===== config.mk =====
export PLATFORM = sky130hd
export DESIGN_NAME = image_loader
export DESIGN_NICKNAME = d
export VERILOG_FILES = /design/src/rtl/cnn_pkg.sv /design/src/rtl/word_fifo.sv /design/src/rtl/image_loader.sv
export SDC_FILE = /design/constraint.sdc
export NUM_CORES = 1
export LEC_CHECK = 0
export BUFFER_PORTS_ARGS = -buffer_cell sky130_fd_sc_hd__buf_2
export CAP_MARGIN = 20
export CELL_PAD_IN_SITES_DETAIL_PLACEMENT = 1
export CELL_PAD_IN_SITES_GLOBAL_PLACEMENT = 1
export CORE_ASPECT_RATIO = 1.2
export CORE_MARGIN = 2
export CORE_UTILIZATION = 35
export CTS_CLUSTER_SIZE = 25
export DETAILED_ROUTE_END_ITERATION = 10
export PLACE_DENSITY = 0.63
export RECOVER_POWER = 25
export SYNTH_ARGS = -nofsm -noshare
export SYNTH_HDL_FRONTEND = slang
export SYNTH_HIERARCHICAL = 1
export SYNTH_SLANG_ARGS = --single-unit
export TNS_END_PERCENT = 20

===== constraint.sdc =====
create_clock -name clk -period 5 [get_ports clk]
set_clock_uncertainty 0.1 [all_clocks]
set_input_delay 0.5 -clock clk [delete_from_list [all_inputs] [get_ports clk]]
set_output_delay 0.5 -clock clk [all_outputs]
set_load 0.05 [all_outputs]

===== src/rtl/cnn_pkg.sv =====
// Shared constants and FSM state type for the CNN accelerator input path.
package cnn_pkg;

    localparam int                PIX_W    = 16;
    localparam int                ADDR_W   = 32;
    localparam int                IMG_PIX  = 784;
    localparam logic [ADDR_W-1:0] IMG_BASE = '0;
    localparam int                LANES    = 4;

    typedef enum logic [1:0] {
        IDLE = 2'd0,
        LOAD = 2'd1,
        DONE = 2'd2
    } state_e;

endpackage


===== src/rtl/word_fifo.sv =====
// Small synchronous skid FIFO for host words. Head is the oldest entry and is
// visible combinationally; push while full and pop while empty are ignored.
module word_fifo #(
    parameter int W     = 64,
    parameter int DEPTH = 2
) (
    input  logic         clk,
    input  logic         rst_n,
    input  logic         push_i,
    input  logic         pop_i,
    input  logic [W-1:0] din_i,
    output logic [W-1:0] head_o,
    output logic         full_o,
    output logic         empty_o
);

    localparam int PTR_W = (DEPTH > 1) ? $clog2(DEPTH) : 1;
    localparam int CNT_W = $clog2(DEPTH + 1);

    logic [W-1:0]     mem_q [DEPTH];
    logic [PTR_W-1:0] wr_ptr_q, wr_ptr_d;
    logic [PTR_W-1:0] rd_ptr_q, rd_ptr_d;
    logic [CNT_W-1:0] count_q, count_d;
    logic             push_ok, pop_ok;

    function automatic logic [PTR_W-1:0] ptr_inc(input logic [PTR_W-1:0] p);
        return (p == PTR_W'(DEPTH - 1)) ? '0 : p + PTR_W'(1);
    endfunction

    assign full_o  = (count_q == CNT_W'(DEPTH));
    assign empty_o = (count_q == '0);
    assign push_ok = push_i && !full_o;
    assign pop_ok  = pop_i && !empty_o;
    assign head_o  = mem_q[rd_ptr_q];

    // Next pointers and occupancy; push and pop together leave the count unchanged.
    always_comb begin
        wr_ptr_d = push_ok ? ptr_inc(wr_ptr_q) : wr_ptr_q;
        rd_ptr_d = pop_ok ? ptr_inc(rd_ptr_q) : rd_ptr_q;
        count_d  = count_q;
        case ({push_ok, pop_ok})
            2'b10:   count_d = count_q + CNT_W'(1);
            2'b01:   count_d = count_q - CNT_W'(1);
            default: count_d = count_q;
        endcase
    end

    // Control state register; reset empties the FIFO.
    always_ff @(posedge clk) begin
        if (!rst_n) begin
            wr_ptr_q <= '0;
            rd_ptr_q <= '0;
            count_q  <= '0;
        end else begin
            wr_ptr_q <= wr_ptr_d;
            rd_ptr_q <= rd_ptr_d;
            count_q  <= count_d;
        end
    end

    // Word storage; contents are don't-care until written.
    always_ff @(posedge clk) begin
        if (push_ok) begin
            mem_q[wr_ptr_q] <= din_i;
        end
    end

endmodule


===== src/rtl/image_loader.sv =====
// Input-side writer: accepts host words, unpacks them into pixels and writes
// one pixel per cycle into the data buffer; pulses load_done_o per image.
module image_loader #(
    parameter int                         PIX_W      = cnn_pkg::PIX_W,
    parameter int                         WORD_W     = cnn_pkg::LANES * cnn_pkg::PIX_W,
    parameter int                         N_PIX      = cnn_pkg::IMG_PIX,
    parameter logic [cnn_pkg::ADDR_W-1:0] BASE_ADDR  = cnn_pkg::IMG_BASE,
    parameter int                         FIFO_DEPTH = 2
) (
    input  logic                        clk,
    input  logic                        rst_n,
    input  logic                        start_i,
    input  logic                        data_in_valid,
    input  logic [WORD_W-1:0]           data_in,
    output logic                        data_in_ready,
    output logic                        buf_we_o,
    output logic [cnn_pkg::ADDR_W-1:0]  buf_wr_addr_o,
    output logic [PIX_W-1:0]            buf_din_o,
    output logic                        busy_o,
    output logic                        load_done_o
);

    import cnn_pkg::*;

    localparam int                LANE_N   = WORD_W / PIX_W;
    localparam int                LANE_W   = (LANE_N > 1) ? $clog2(LANE_N) : 1;
    localparam int                N_WORDS  = (N_PIX + LANE_N - 1) / LANE_N;
    localparam logic [ADDR_W-1:0] LAST_PIX = ADDR_W'(N_PIX - 1);
    localparam logic [ADDR_W-1:0] WORD_LIM = ADDR_W'(N_WORDS);
    localparam logic [LANE_W-1:0] LAST_LN  = LANE_W'(LANE_N - 1);

    state_e              state_q, state_d;
    logic [ADDR_W-1:0]   word_cnt_q, word_cnt_d;
    logic [ADDR_W-1:0]   pix_cnt_q, pix_cnt_d;
    logic [LANE_W-1:0]   lane_cnt_q, lane_cnt_d;
    logic                fifo_full, fifo_empty;
    logic                push, pop, wr_en, last_pix;
    logic [WORD_W-1:0]   head;
    logic [PIX_W-1:0]    lane_pix;

    // Ready depends only on registered state, never on data_in_valid.
    assign data_in_ready = (state_q == LOAD) && !fifo_full && (word_cnt_q < WORD_LIM);
    assign push          = data_in_valid && data_in_ready;

    assign wr_en    = (state_q == LOAD) && !fifo_empty;
    assign last_pix = (pix_cnt_q == LAST_PIX);
    // Head word retires after its top lane, or early on the image's final pixel.
    assign pop      = wr_en && ((lane_cnt_q == LAST_LN) || last_pix);

    word_fifo #(
        .W     (WORD_W),
        .DEPTH (FIFO_DEPTH)
    ) u_fifo (
        .clk     (clk),
        .rst_n   (rst_n),
        .push_i  (push),
        .pop_i   (pop),
        .din_i   (data_in),
        .head_o  (head),
        .full_o  (fifo_full),
        .empty_o (fifo_empty)
    );

    // Lane select from the head word; lane 0 sits in the low bits.
    always_comb begin
        lane_pix = head[int'(lane_cnt_q) * PIX_W +: PIX_W];
    end

    // Address and data are forced to zero whenever no write is issued.
    assign buf_we_o      = wr_en;
    assign buf_wr_addr_o = wr_en ? (BASE_ADDR + pix_cnt_q) : '0;
    assign buf_din_o     = wr_en ? lane_pix : '0;
    assign busy_o        = (state_q == LOAD);
    assign load_done_o   = (state_q == DONE);

    // Next-state logic for the FSM and the word/pixel/lane counters.
    always_comb begin
        state_d    = state_q;
        word_cnt_d = word_cnt_q;
        pix_cnt_d  = pix_cnt_q;
        lane_cnt_d = lane_cnt_q;
        case (state_q)
            IDLE: begin
                if (start_i) begin
                    state_d    = LOAD;
                    word_cnt_d = '0;
                    pix_cnt_d  = '0;
                    lane_cnt_d = '0;
                end
            end
            LOAD: begin
                if (push) begin
                    word_cnt_d = word_cnt_q + ADDR_W'(1);
                end
                if (wr_en) begin
                    pix_cnt_d  = pix_cnt_q + ADDR_W'(1);
                    lane_cnt_d = pop ? '0 : lane_cnt_q + LANE_W'(1);
                    if (last_pix) begin
                        state_d = DONE;
                    end
                end
            end
            DONE: begin
                state_d = IDLE;
            end
            default: begin
                state_d = IDLE;
            end
        endcase
    end

    // FSM and counter registers; reset aborts any load in progress.
    always_ff @(posedge clk) begin
        if (!rst_n) begin
            state_q    <= IDLE;
            word_cnt_q <= '0;
            pix_cnt_q  <= '0;
            lane_cnt_q <= '0;
        end else begin
            state_q    <= state_d;
            word_cnt_q <= word_cnt_d;
            pix_cnt_q  <= pix_cnt_d;
            lane_cnt_q <= lane_cnt_d;
        end
    end

endmodule


# Word-level counts from Yosys, hierarchy flattened
# Memory sizes are Yosys's and may differ from the RTL's. A register that Yosys moved wholly into a read port is not among the register bits.
# Index checks and enable logic that the tools add are counted.
# W data, S select, Z words.
# classes
n_eq_ne,11
shifts,1
n_mux,22
add_sub_neg,7
magnitude_cmp,1
n_reduce_logical,17
# ops
cell,n
$mux W32,4
$pmux W32 S2,2
$add A32 B1 Y32 const B,2
$shiftx A64 B7 Y16,1
$eq A32 B10 Y1 const B,1
$lt A32 B8 Y1 const B,1
$mux W16,1
$mux W2,6
$pmux W2 S2,3
$reduce_and A3 Y1,3
$eq A2 B2 Y1 const B,4
$logic_and A1 B1 Y1,7
$mux W1,6
$ne A2 B1 Y1 const B,3
$add A2 B1 Y2 const B,2
$eq A2 B1 Y1 const B,2
$logic_not A2 Y1,2
$reduce_bool A2 Y1,2
$add A1 B1 Y1 const B,2
$logic_not A1 Y1,2
$ne A2 B2 Y1 const B,1
$sub A2 B1 Y2 const B,1
$logic_or A1 B1 Y1,1
# word_totals
in_bits,68
ramBits,128
elab_cells,67
regBits,72
mem_count,1
# mem_list
memory,depth,word_bits,rd,rd_clocked_by_memory_dff,write_ports,line_no,source
u_fifo.mem_q,2,64,1,1,1,word_fifo.sv:20,logic [W-1:0] mem_q [DEPTH];

# Logic depth before layout (Yosys ltp)
# Gate-level depths: netlist of the first run.
# depth
ltp_word,8
depth_mapped,11
ltp_nobuf,10

# By module
# The synthesis of the first run kept the hierarchy.
# by_module_without_submodules
mod,area_per_inst_um2,seq_area_each_um2,cells_per_inst,n_inst
word_fifo,4835.9,3943.8,225,1
image_loader,3749.8,1361.3,415,1

# Least setup slack after synthesis of the first run
# Ideal clock, no wire load.
# synth_path
path_kind,flip-flop to flip-flop
from,reg state_q[1]
to,mem u_fifo.mem_q[0][0] (enable)
slack_ps,1027
n_path_buf,2
stages_incl_launch_ff,10
required_time_ps,4482
arrival_ps,3455
cell_sequence,dfxtp_1 clkbuf_1 nand2b_1 clkbuf_1 inv_2 nand3_1 nor4_1 inv_1 or3_1 inv_1
# synth_via
elab_chain_len,7
# synth_lines
item,line_no,source
"start, declared",image_loader.sv:32,"state_e state_q, state_d;"
"start signal, assigned",image_loader.sv:120,state_q <= state_d;
$eq A2 B1 Y1,-,
net busy_o,image_loader.sv:19,"output logic busy_o,"
$logic_and A1 B1 Y1 (2 in a row),image_loader.sv:42,assign data_in_ready = (state_q == LOAD) && !fifo_full && (word_cnt_q < WORD_LIM);
$logic_and A1 B1 Y1,image_loader.sv:43,assign push = data_in_valid && data_in_ready;
net push,image_loader.sv:37,"logic push, pop, wr_en, last_pix;"
$logic_and A1 B1 Y1,word_fifo.sv:32,assign push_ok = push_i && !full_o;
$mux W1,word_fifo.sv:63,if (push_ok) begin
$mux W1 (implied by the code),word_fifo.sv:64,mem_q[wr_ptr_q] <= din_i;
"end, declared",word_fifo.sv:20,
# The timed path passes the listed nets, and every way through them passes these cells.

==> key figures, run 1 <==
Outcome
  – Status: complete, no violations

Clock network
  – Post-CTS Setup Repair Bufs: 0
  – Max Root-Sink Buffers: 3
  – Cts repair resizes: 0
  – Worst-path clk slew: approximately 0.06 ns
  – Clock Sinks: between 200 and 250
  – Clock network latency to the later pin of the worst-skew pair: approximately 0.50 ns
  – Hold buffer count at cts: 0
  – Root buf cell: clkbuf_16
  – Num CTS Buffers: 22
  – H-tree levels: 1
  – TritonCTS clock tree: done

Detailed routing
  – DRT Wirelength: roughly 21000 um
  – WL/cell: about 19 um
  – First drt pass iteration count: 4
  – DRT iter0 DRCs: 260
  – Vias post-DR: about 5700
  – Via density: 5.175
  – DRC Markers: 0
  – Routed Antenna Nets: 0

Power
  – Cell Pwr Density: about 360 nW/um2
  – Leak pwr: 3.554 nW
  – Worst VDD drop: 0.2081 mV

STA
  – Worst hold slack: between 0.08 and 0.09 ns
  – Worst setup margin: between 1 and 1.5 ns
  – Slew Limit Headroom: 32.66%
  – Fin. max-slew vios: 0
  – RSZ-0062 raised after global routing: no
  – Min cycle time layout: approximately 3.8 ns
  – Fmax: ~270 MHz
  – Worst-margin pin slew: 1.006 ns
  – Final period utilization: between 70% and 80%
  – Setup TNS: 0 ns
  – Final hold viol count: 0
  – Final setup violation count: 0

Floorplan
  – Die width: around 150 um
  – Core region area: between 20000 and 25000 um2
  – # IOs: 120
  – Site row count: 62
  – Initial core utilization: a little over a third
  – Die Y: ~180 um
  – Die area: approximately 26000 um2

Synthesis
  – Ys flop type: edfxtp_1
  – Sequential cell area fraction in the yosys report: roughly 62%
  – Seq cells post-synth: ~200
  – Synthesis warning total: 6
  – Syn Area/Cell: ~13 um2
  – Post-synth EDFFs: about 130
  – Mapped Cells: 640
  – Distinct cell type count after synthesis: 47
  – Net Count, Synth: 712
  – Synthesized cell area: ~8600 um2
  – Synth async-reset ratio: 0%

Layout
  – Nets@finish: 835
  – Reg area: approximately 5300 um2
  – Layout cell share with drive strength beyond 1: 29.27%
  – Area Growth Syn to Fin: 20.30%
  – Multi-input gate area: around 3100 um2
  – Fillers: ~2500

Global route
  – GRT overflow: 0
  – Global-route wire length before repair: between 30000 and 40000 um
  – Via count of the first global-routing pass: ~6000
  – Largest net degree at the start of global routing: 47
  – Initial antenna violation count: 0
  – GRT Total Usage: about 16%

Critical path
  – FF-to-FF Start: u_fifo/count_q[0]$_SDFFE_PN0P_
  – WP data required: between 4 and 5 ns
  – Max FO, Critical Path: 34
  – Startpoint types: register
  – Arrival time worst endpoint: approximately 3.2 ns
  – Crit path kind: register to output port
  – Crit. End Element: output port

Placement
  – Port Buf Inserts: 119
  – Setup WS pre-CTS: roughly 1.3 ns
  – HPWL Detailed: between 10000 and 15000 um
  – Routability cong.: between 0.8 and 0.9

Worst hold path
  – Hold Path Origin: data_in[11]
  – Tightest Hold Check Type: primary input to register

Job
  – # Max-Cap Violations: 0
[critical path: stages (launching register included)]
cell and delay [ns]:
dfxtp_2 0.89, buf_4 0.50, mux2_2 0.39, mux4_2 0.45, and2_1 0.18, buf_2 0.21
[report_power, final]
group / internal (mW) / total [mW] / switching [mW] / leakage (nW)
sequential: 1.80 / 1.81 / 0.0101 / 1.76
clock: 1.04 / 1.70 / 0.657 / 0.374
combinational: 0.0651 / 0.167 / 0.102 / 1.42
[layout by cell type, fill, tap and decap left out, types with 3 or more instances in the layout]
cell type,Yosys,routed
nand2b_1,4,4
clkbuf_8,0,3
nor4_1,22,22
o21a_1,7,7
edfxtp_1,128,128
ha_1,4,4
o21ai_0,7,7
a211oi_1,3,3
o2111ai_1,3,3
a21oi_1,25,25
xnor2_1,7,7
o211ai_1,3,3
nand4_1,6,6
or4_1,17,17
nor2_1,14,12
buf_2,8,83
nand3_1,18,18
nor2b_1,6,6
and2_1,68,68
buf_4,0,7
and4_1,5,5
or3_1,14,14
and3_1,5,4
mux2_2,64,64
mux2i_1,8,8
inv_2,3,4
clkbuf_1,19,36
clkinvlp_4,0,4
bufinv_16,0,3
mux4_2,16,16
inv_1,10,9
clkbuf_16,0,23
o31ai_1,19,19
nand2_1,21,21
nor3_1,12,12
clkinv_2,0,4
dfxtp_1,73,72
[synthesized netlist by cell type, types with 2 or more instances]
cell type	instances	share of area, %
or4_2	2	0.20
a21boi_1	2	0.17
inv_2	3	0.13
nand4_1	6	0.44
nand2_1	21	0.92
edfxtp_1	128	45
dfxtp_1	73	17
or4_1	17	1.5
nor4_1	22	1.6
nor2_1	14	0.61
nand3_1	18	1.0
a21oi_1	25	1.5
buf_6	3	0.39
o21ai_0	7	0.41
and2_1	68	5.0
o31ai_1	19	1.7
o2111ai_1	3	0.31
nor2b_1	6	0.44
o211ai_1	3	0.26
nor3_1	12	0.70
mux2_2	64	8.4
a211oi_1	3	0.26
a32o_1	2	0.23
or3_1	14	1.0
and4_1	5	0.51
clkbuf_1	19	0.83
inv_1	10	0.44
and3_1	5	0.36
o21a_1	7	0.61
mux4_2	16	4.2
mux2i_1	8	0.93
buf_2	8	0.47
ha_1	4	0.58
nand2b_1	4	0.29
xnor2_1	7	0.71
[routing by layer]
layer / vias up / share of wire, % / track usage (%)
met3: 32 / 6.2 / 3.221
met5: - / 0 / 0
li1: 2701 / - / -
met4: 0 / 1.8 / 4.487
met1: 2821 / 41 / 19.87
met2: 138 / 51 / 27.93
[sequential cells by signal, summed over array words and instances, names as in the netlist, named ones only]
register and flops:
u_fifo/mem_q 128, pix_cnt_q 32, word_cnt_q 32, lane_cnt_q 2, state_q 2, u_fifo/count_q 2, u_fifo/rd_ptr_q 1, u_fifo/wr_ptr_q 1
[path summary, 6_finish.rpt]
path | to | depth (start not counted) | slack [ns]
setup / recovery | buf_din_o[12] | 5 | 1.24
hold / removal | u_fifo/mem_q[0][11]$_DFFE_PP_ | 1 | 0.09
setup reg to reg | u_fifo/mem_q[0][0]$_DFFE_PP_ | 9 | 1.28
hold reg to reg | word_cnt_q[21]$_SDFFE_PN0P_ | 1 | 0.36
[kinds of logic after synthesis]
| kind of cell | share of synthesized area [%] |
|---|---|
| flops | 61.79 |
| simple gates | 15.36 |
| mux | 13.52 |
| compound gates | 5.727 |
| xor+xnor | 0.7141 |
| buf+inv | 2.303 |
| fa+ha+maj | 0.5829 |
[metrics by stage]
stage	std cells	utilization (%)	total power [mW]	instance area, um2
after floorplan	640	-	1.936	8586
after global placement	1055	39.60	2.002	9523
after detailed placement	1057	39.66	2.014	9538
after CTS	1097	42.90	3.728	10320
after global routing	1099	42.94	3.810	10330
final	1100	42.95	3.673	10330
[final cells by class]
type | instances | share of cell area [%]
inverter | 13 | 0.4724
timing repair buffer | 130 | 6.760
clock buffer | 26 | 5.972
multi-input combinational | 395 | 29.96
tap | 320 | 3.876
antenna | 1 | 0.02423
sequential | 201 | 51.37
clock inverter | 14 | 1.563
Power figures use the tool's default switching activity.
==> inputs of run 2 (changes only) <==
--- a/config.mk
+++ b/config.mk
@@ -5,6 +5,7 @@
 export SDC_FILE = /design/constraint.sdc
 export NUM_CORES = 1
 export LEC_CHECK = 0
+export ABC_AREA = 1
 export BUFFER_PORTS_ARGS = -buffer_cell sky130_fd_sc_hd__buf_2
 export CAP_MARGIN = 20
 export CELL_PAD_IN_SITES_DETAIL_PLACEMENT = 1
@@ -14,7 +15,7 @@
 export CORE_UTILIZATION = 35
 export CTS_CLUSTER_SIZE = 25
 export DETAILED_ROUTE_END_ITERATION = 10
-export PLACE_DENSITY = 0.63
+export PLACE_DENSITY = 0.65
 export RECOVER_POWER = 25
 export SYNTH_ARGS = -nofsm -noshare
 export SYNTH_HDL_FRONTEND = slang
==> constraint.sdc (replaced) <==
create_clock -name clk -period 3.5 [get_ports clk]
set_clock_uncertainty 0.1 [all_clocks]
set_input_delay 0.35 -clock clk [delete_from_list [all_inputs] [get_ports clk]]
set_output_delay 0.35 -clock clk [all_outputs]
set_load 0.05 [all_outputs]
==> run 2 against run 1 <==
Sequential cell count is the same; highest routed layer unchanged; via count increased by 22%; worst setup slack lost 0.75 ns; largest cell class unchanged; first-iteration DRC count increased by 27%; synthesized cell count rose by 43%; clock power up 36%; global-route usage grew 1.6 points; synthesized area rose by 7.8%; critical path depth rose by 2; routed wire length grew 18%; final area up 11%.
==> key figures, run 2 <==
Global route
  – Via count of the first global-routing pass: 7335 (+19%)
  – GRT overflow: 0 (unchanged)
  – Initial antenna violation count: 0 (unchanged)
  – Largest net degree at the start of global routing: 65 (+38%)
  – GRT Total Usage: 17.48% (+1.6 points)
  – Global-route wire length before repair: 39100 um (+19%)

Layout
  – Nets@finish: 1169 (+40%)
  – Most flop-heavy register: u_fifo/mem_q
  – Largest register FFs: 128 (unchanged)
  – Cell area after layout: 11460 um2 (+11%)
  – Post-Route Utilization: 43.76% (+0.81 points)
  – Commonest cells after routing, fill and taps aside: 206 x nor2_1, 128 x edfxtp_1, 120 x nand2_1, 83 x buf_2, 77 x inv_1
  – Fin cells: 1448 (+32%)
  – Top Registers: u_fifo/mem_q: 128 flops, pix_cnt_q: 32 flops, word_cnt_q: 32 flops
  – Layout cell share with drive strength beyond 1: 18.42% (-11 points)
  – Area Growth Syn to Fin: 23.87%
  – N_diodes: 0 (-1)
  – Most common library cell in the layout ignoring fill and taps: nor2_1

STA
  – Final period utilization: 85.97%
  – Worst hold slack: 0.05572 ns (-0.03033 ns)
  – Worst-margin pin slew: 0.7400 ns (-0.2657 ns)
  – Slew Limit Headroom: 50.48% (+18 points)
  – Worst setup margin: 0.4910 ns (-0.7525 ns)
  – Final hold viol count: 0 (unchanged)
  – Fin. max-slew vios: 0 (unchanged)
  – Setup TNS: 0 ns (unchanged)
  – Final setup violation count: 0 (unchanged)
  – Min cycle time layout: between 3 and 4 ns
  – RSZ-0062 raised after global routing: no
  – Fmax: between 300 and 400 MHz

Detailed routing
  – First drt pass iteration count: 4 (unchanged)
  – DRC Markers: 0 (unchanged)
  – DRT iter0 DRCs: 331 (+27%)
  – Vias post-DR: 6935 (+22%)
  – Routed Antenna Nets: 0 (unchanged)
  – DRT Wirelength: 24300 um (+18%)
  – Via density: 4.789 (-7.4%)
  – WL/cell: 16.78 um (-11%)

Clock network
  – Num CTS Buffers: 23 (+4.5%)
  – H-tree levels: 1 (unchanged)
  – Max Root-Sink Buffers: 3 (unchanged)
  – Root buf cell: clkbuf_16
  – Post-CTS Setup Repair Bufs: 0 (unchanged)
  – Worst-path clk slew: 0.06 ns (about the same)
  – Clock network latency to the later pin of the worst-skew pair: 0.52 ns (+0.02 ns)
  – TritonCTS clock tree: done
  – Clock Sinks: 201 (unchanged)

Synthesis
  – Mapped Cells: 912 (+43%)
  – Post-synth EDFFs: 128 (unchanged)
  – Synthesized cell area: 9253 um2 (+7.8%)
  – Net Count, Synth: 984 (+38%)
  – Cell with the most instances after synthesis: nor2_1
  – Area leader, netlist: edfxtp_1
  – Distinct cell type count after synthesis: 31 (-34%)
  – Synthesis warning total: 6 (unchanged)
  – Syn Area/Cell: 10.15 um2 (-24%)
  – Ys flop type: edfxtp_1
  – Synth async-reset ratio: 0% (unchanged)
  – Seq cells post-synth: 201 (unchanged)
  – Yosys top cell area share: 41.54% (-3.2 points)
  – Sequential cell area fraction in the yosys report: 57.34% (-4.5 points)
  – Area contributors post-synth: edfxtp_1 42%, dfxtp_1 16%, mux2_4 9.7%
  – Synth top cells by count: 207 x nor2_1, 128 x edfxtp_1, 121 x nand2_1

Critical path
  – Crit. End Element: output port
  – Arrival time worst endpoint: 2.56 ns (-0.60 ns)
  – FF-to-FF Start: state_q[0]$_SDFFE_PN0P_
  – WP data required: 3.05 ns (-1.35 ns)
  – Crit path kind: register to output port
  – Max FO, Critical Path: 23 (-32%)
  – Startpoint types: register

Placement
  – Area post-placement: 10140 um2 (+6.4%)
  – Port Buf Inserts: 119 (unchanged)
  – Setup WS pre-CTS: 0.8730 ns (-0.3883 ns)
  – Placed cells: 1343 (+27%)
  – HPWL Detailed: 16280 um (+17%)
  – Routability cong.: 0.8103 (about the same)

Floorplan
  – Die width: 152.4 um (+3.7%)
  – Die Y: 182.1 um (+3.7%)
  – Site row count: 65 (+4.8%)
  – Core region area: 26190 um2 (+8.9%)
  – Die area: 27760 um2 (+7.6%)
  – Initial core utilization: 35.33% (-0.37 points)
  – # IOs: 120 (unchanged)

Job
  – # Max-Cap Violations: 0 (unchanged)

Worst hold path
  – Tightest Hold Check Type: primary input to register
  – Hold Path Origin: rst_n

Power
  – Final Power: 5.222 mW (+42%)
  – Worst VDD drop: 0.3334 mV (+60%)
  – Cell Pwr Density: 455.6 nW/um2 (+28%)
  – Leak pwr: 4.278 nW (+20%)

Outcome
  – Status: complete, no violations
## run 2: cell count changes after synthesis, moves of 22 or more
| cell | before | now |
|---|---|---|
| and2_1 | 68 | 0 |
| inv_1 | 10 | 78 |
| nor2_1 | 14 | 207 |
| mux2_2 | 64 | 4 |
| a21oi_1 | 25 | 47 |
| o21ai_0 | 7 | 46 |
| mux2_4 | 0 | 60 |
| nand2_1 | 21 | 121 |
## run 2: critical path, cell delays in order (launching register included)
cell and delay [ns]:
dfxtp_4 0.64, buf_4 0.38, mux2_4 0.21, nor2_1 0.03
nor2_1 0.10, o21ai_0 0.09, a21oi_1 0.27, buf_2 0.32
## run 2: repair_timing
action / in CTS / in global routing
hold buffers: 64 / 0
hold endpoints to repair: 128 / 0
gates resized for setup: 0 / 0
## run 2: area by class of cell
cell class | count | area (um2)
Inverter | 80 | 300.3
Tap cell | 335 | 419.2
Timing Repair Buffer | 193 | 1304
Sequential cell | 201 | 5309
Multi-Input combinational cell | 598 | 3408
Clock buffer | 32 | 641.9
Clock inverter | 9 | 78.83
Fill cell | 2967 | 14730
## run 2: cell families after synthesis
kind of cell	after synthesis	share of synthesized area, %
AO/OA/AOI/OAI	98	5.436
flip-flops	201	57.34
multiplexers	64	10.22
AND/OR/NAND/NOR	428	20.15
adder cells (fa/ha/maj)	4	0.5409
XOR/XNOR	4	0.3786
buffers and inverters	113	5.936
## run 2: report_power, final
| group | switching (mW) | total (mW) | leakage [nW] | internal [mW] |
|---|---|---|---|---|
| clock network | 0.961 | 2.32 | 0.344 | 1.36 |
| logic | 0.188 | 0.323 | 2.18 | 0.135 |
| registers | 0.0142 | 2.58 | 1.75 | 2.57 |
## run 2: metal layers
layer | vias up | GRT usage [%] | part of all wire (%)
met5 | - | 0 | 0
met4 | 0 | 4.333 | 2.0
met3 | 31 | 2.873 | 3.8
met2 | 119 | 32.97 | 53
met1 | 3331 | 20.68 | 41
li1 | 3454 | - | -
## run 2: path summary, 6_finish.rpt
path | endpoint | slack (ns) | depth (start not counted)
setup reg to reg | u_fifo/mem_q[0][27]$_DFFE_PP_ | 0.88 | 13
setup / recovery | buf_din_o[15] | 0.49 | 7
hold reg to reg | word_cnt_q[22]$_SDFFE_PN0P_ | 0.35 | 2
hold / removal | u_fifo/count_q[1]$_SDFFE_PN0P_ | 0.06 | 3
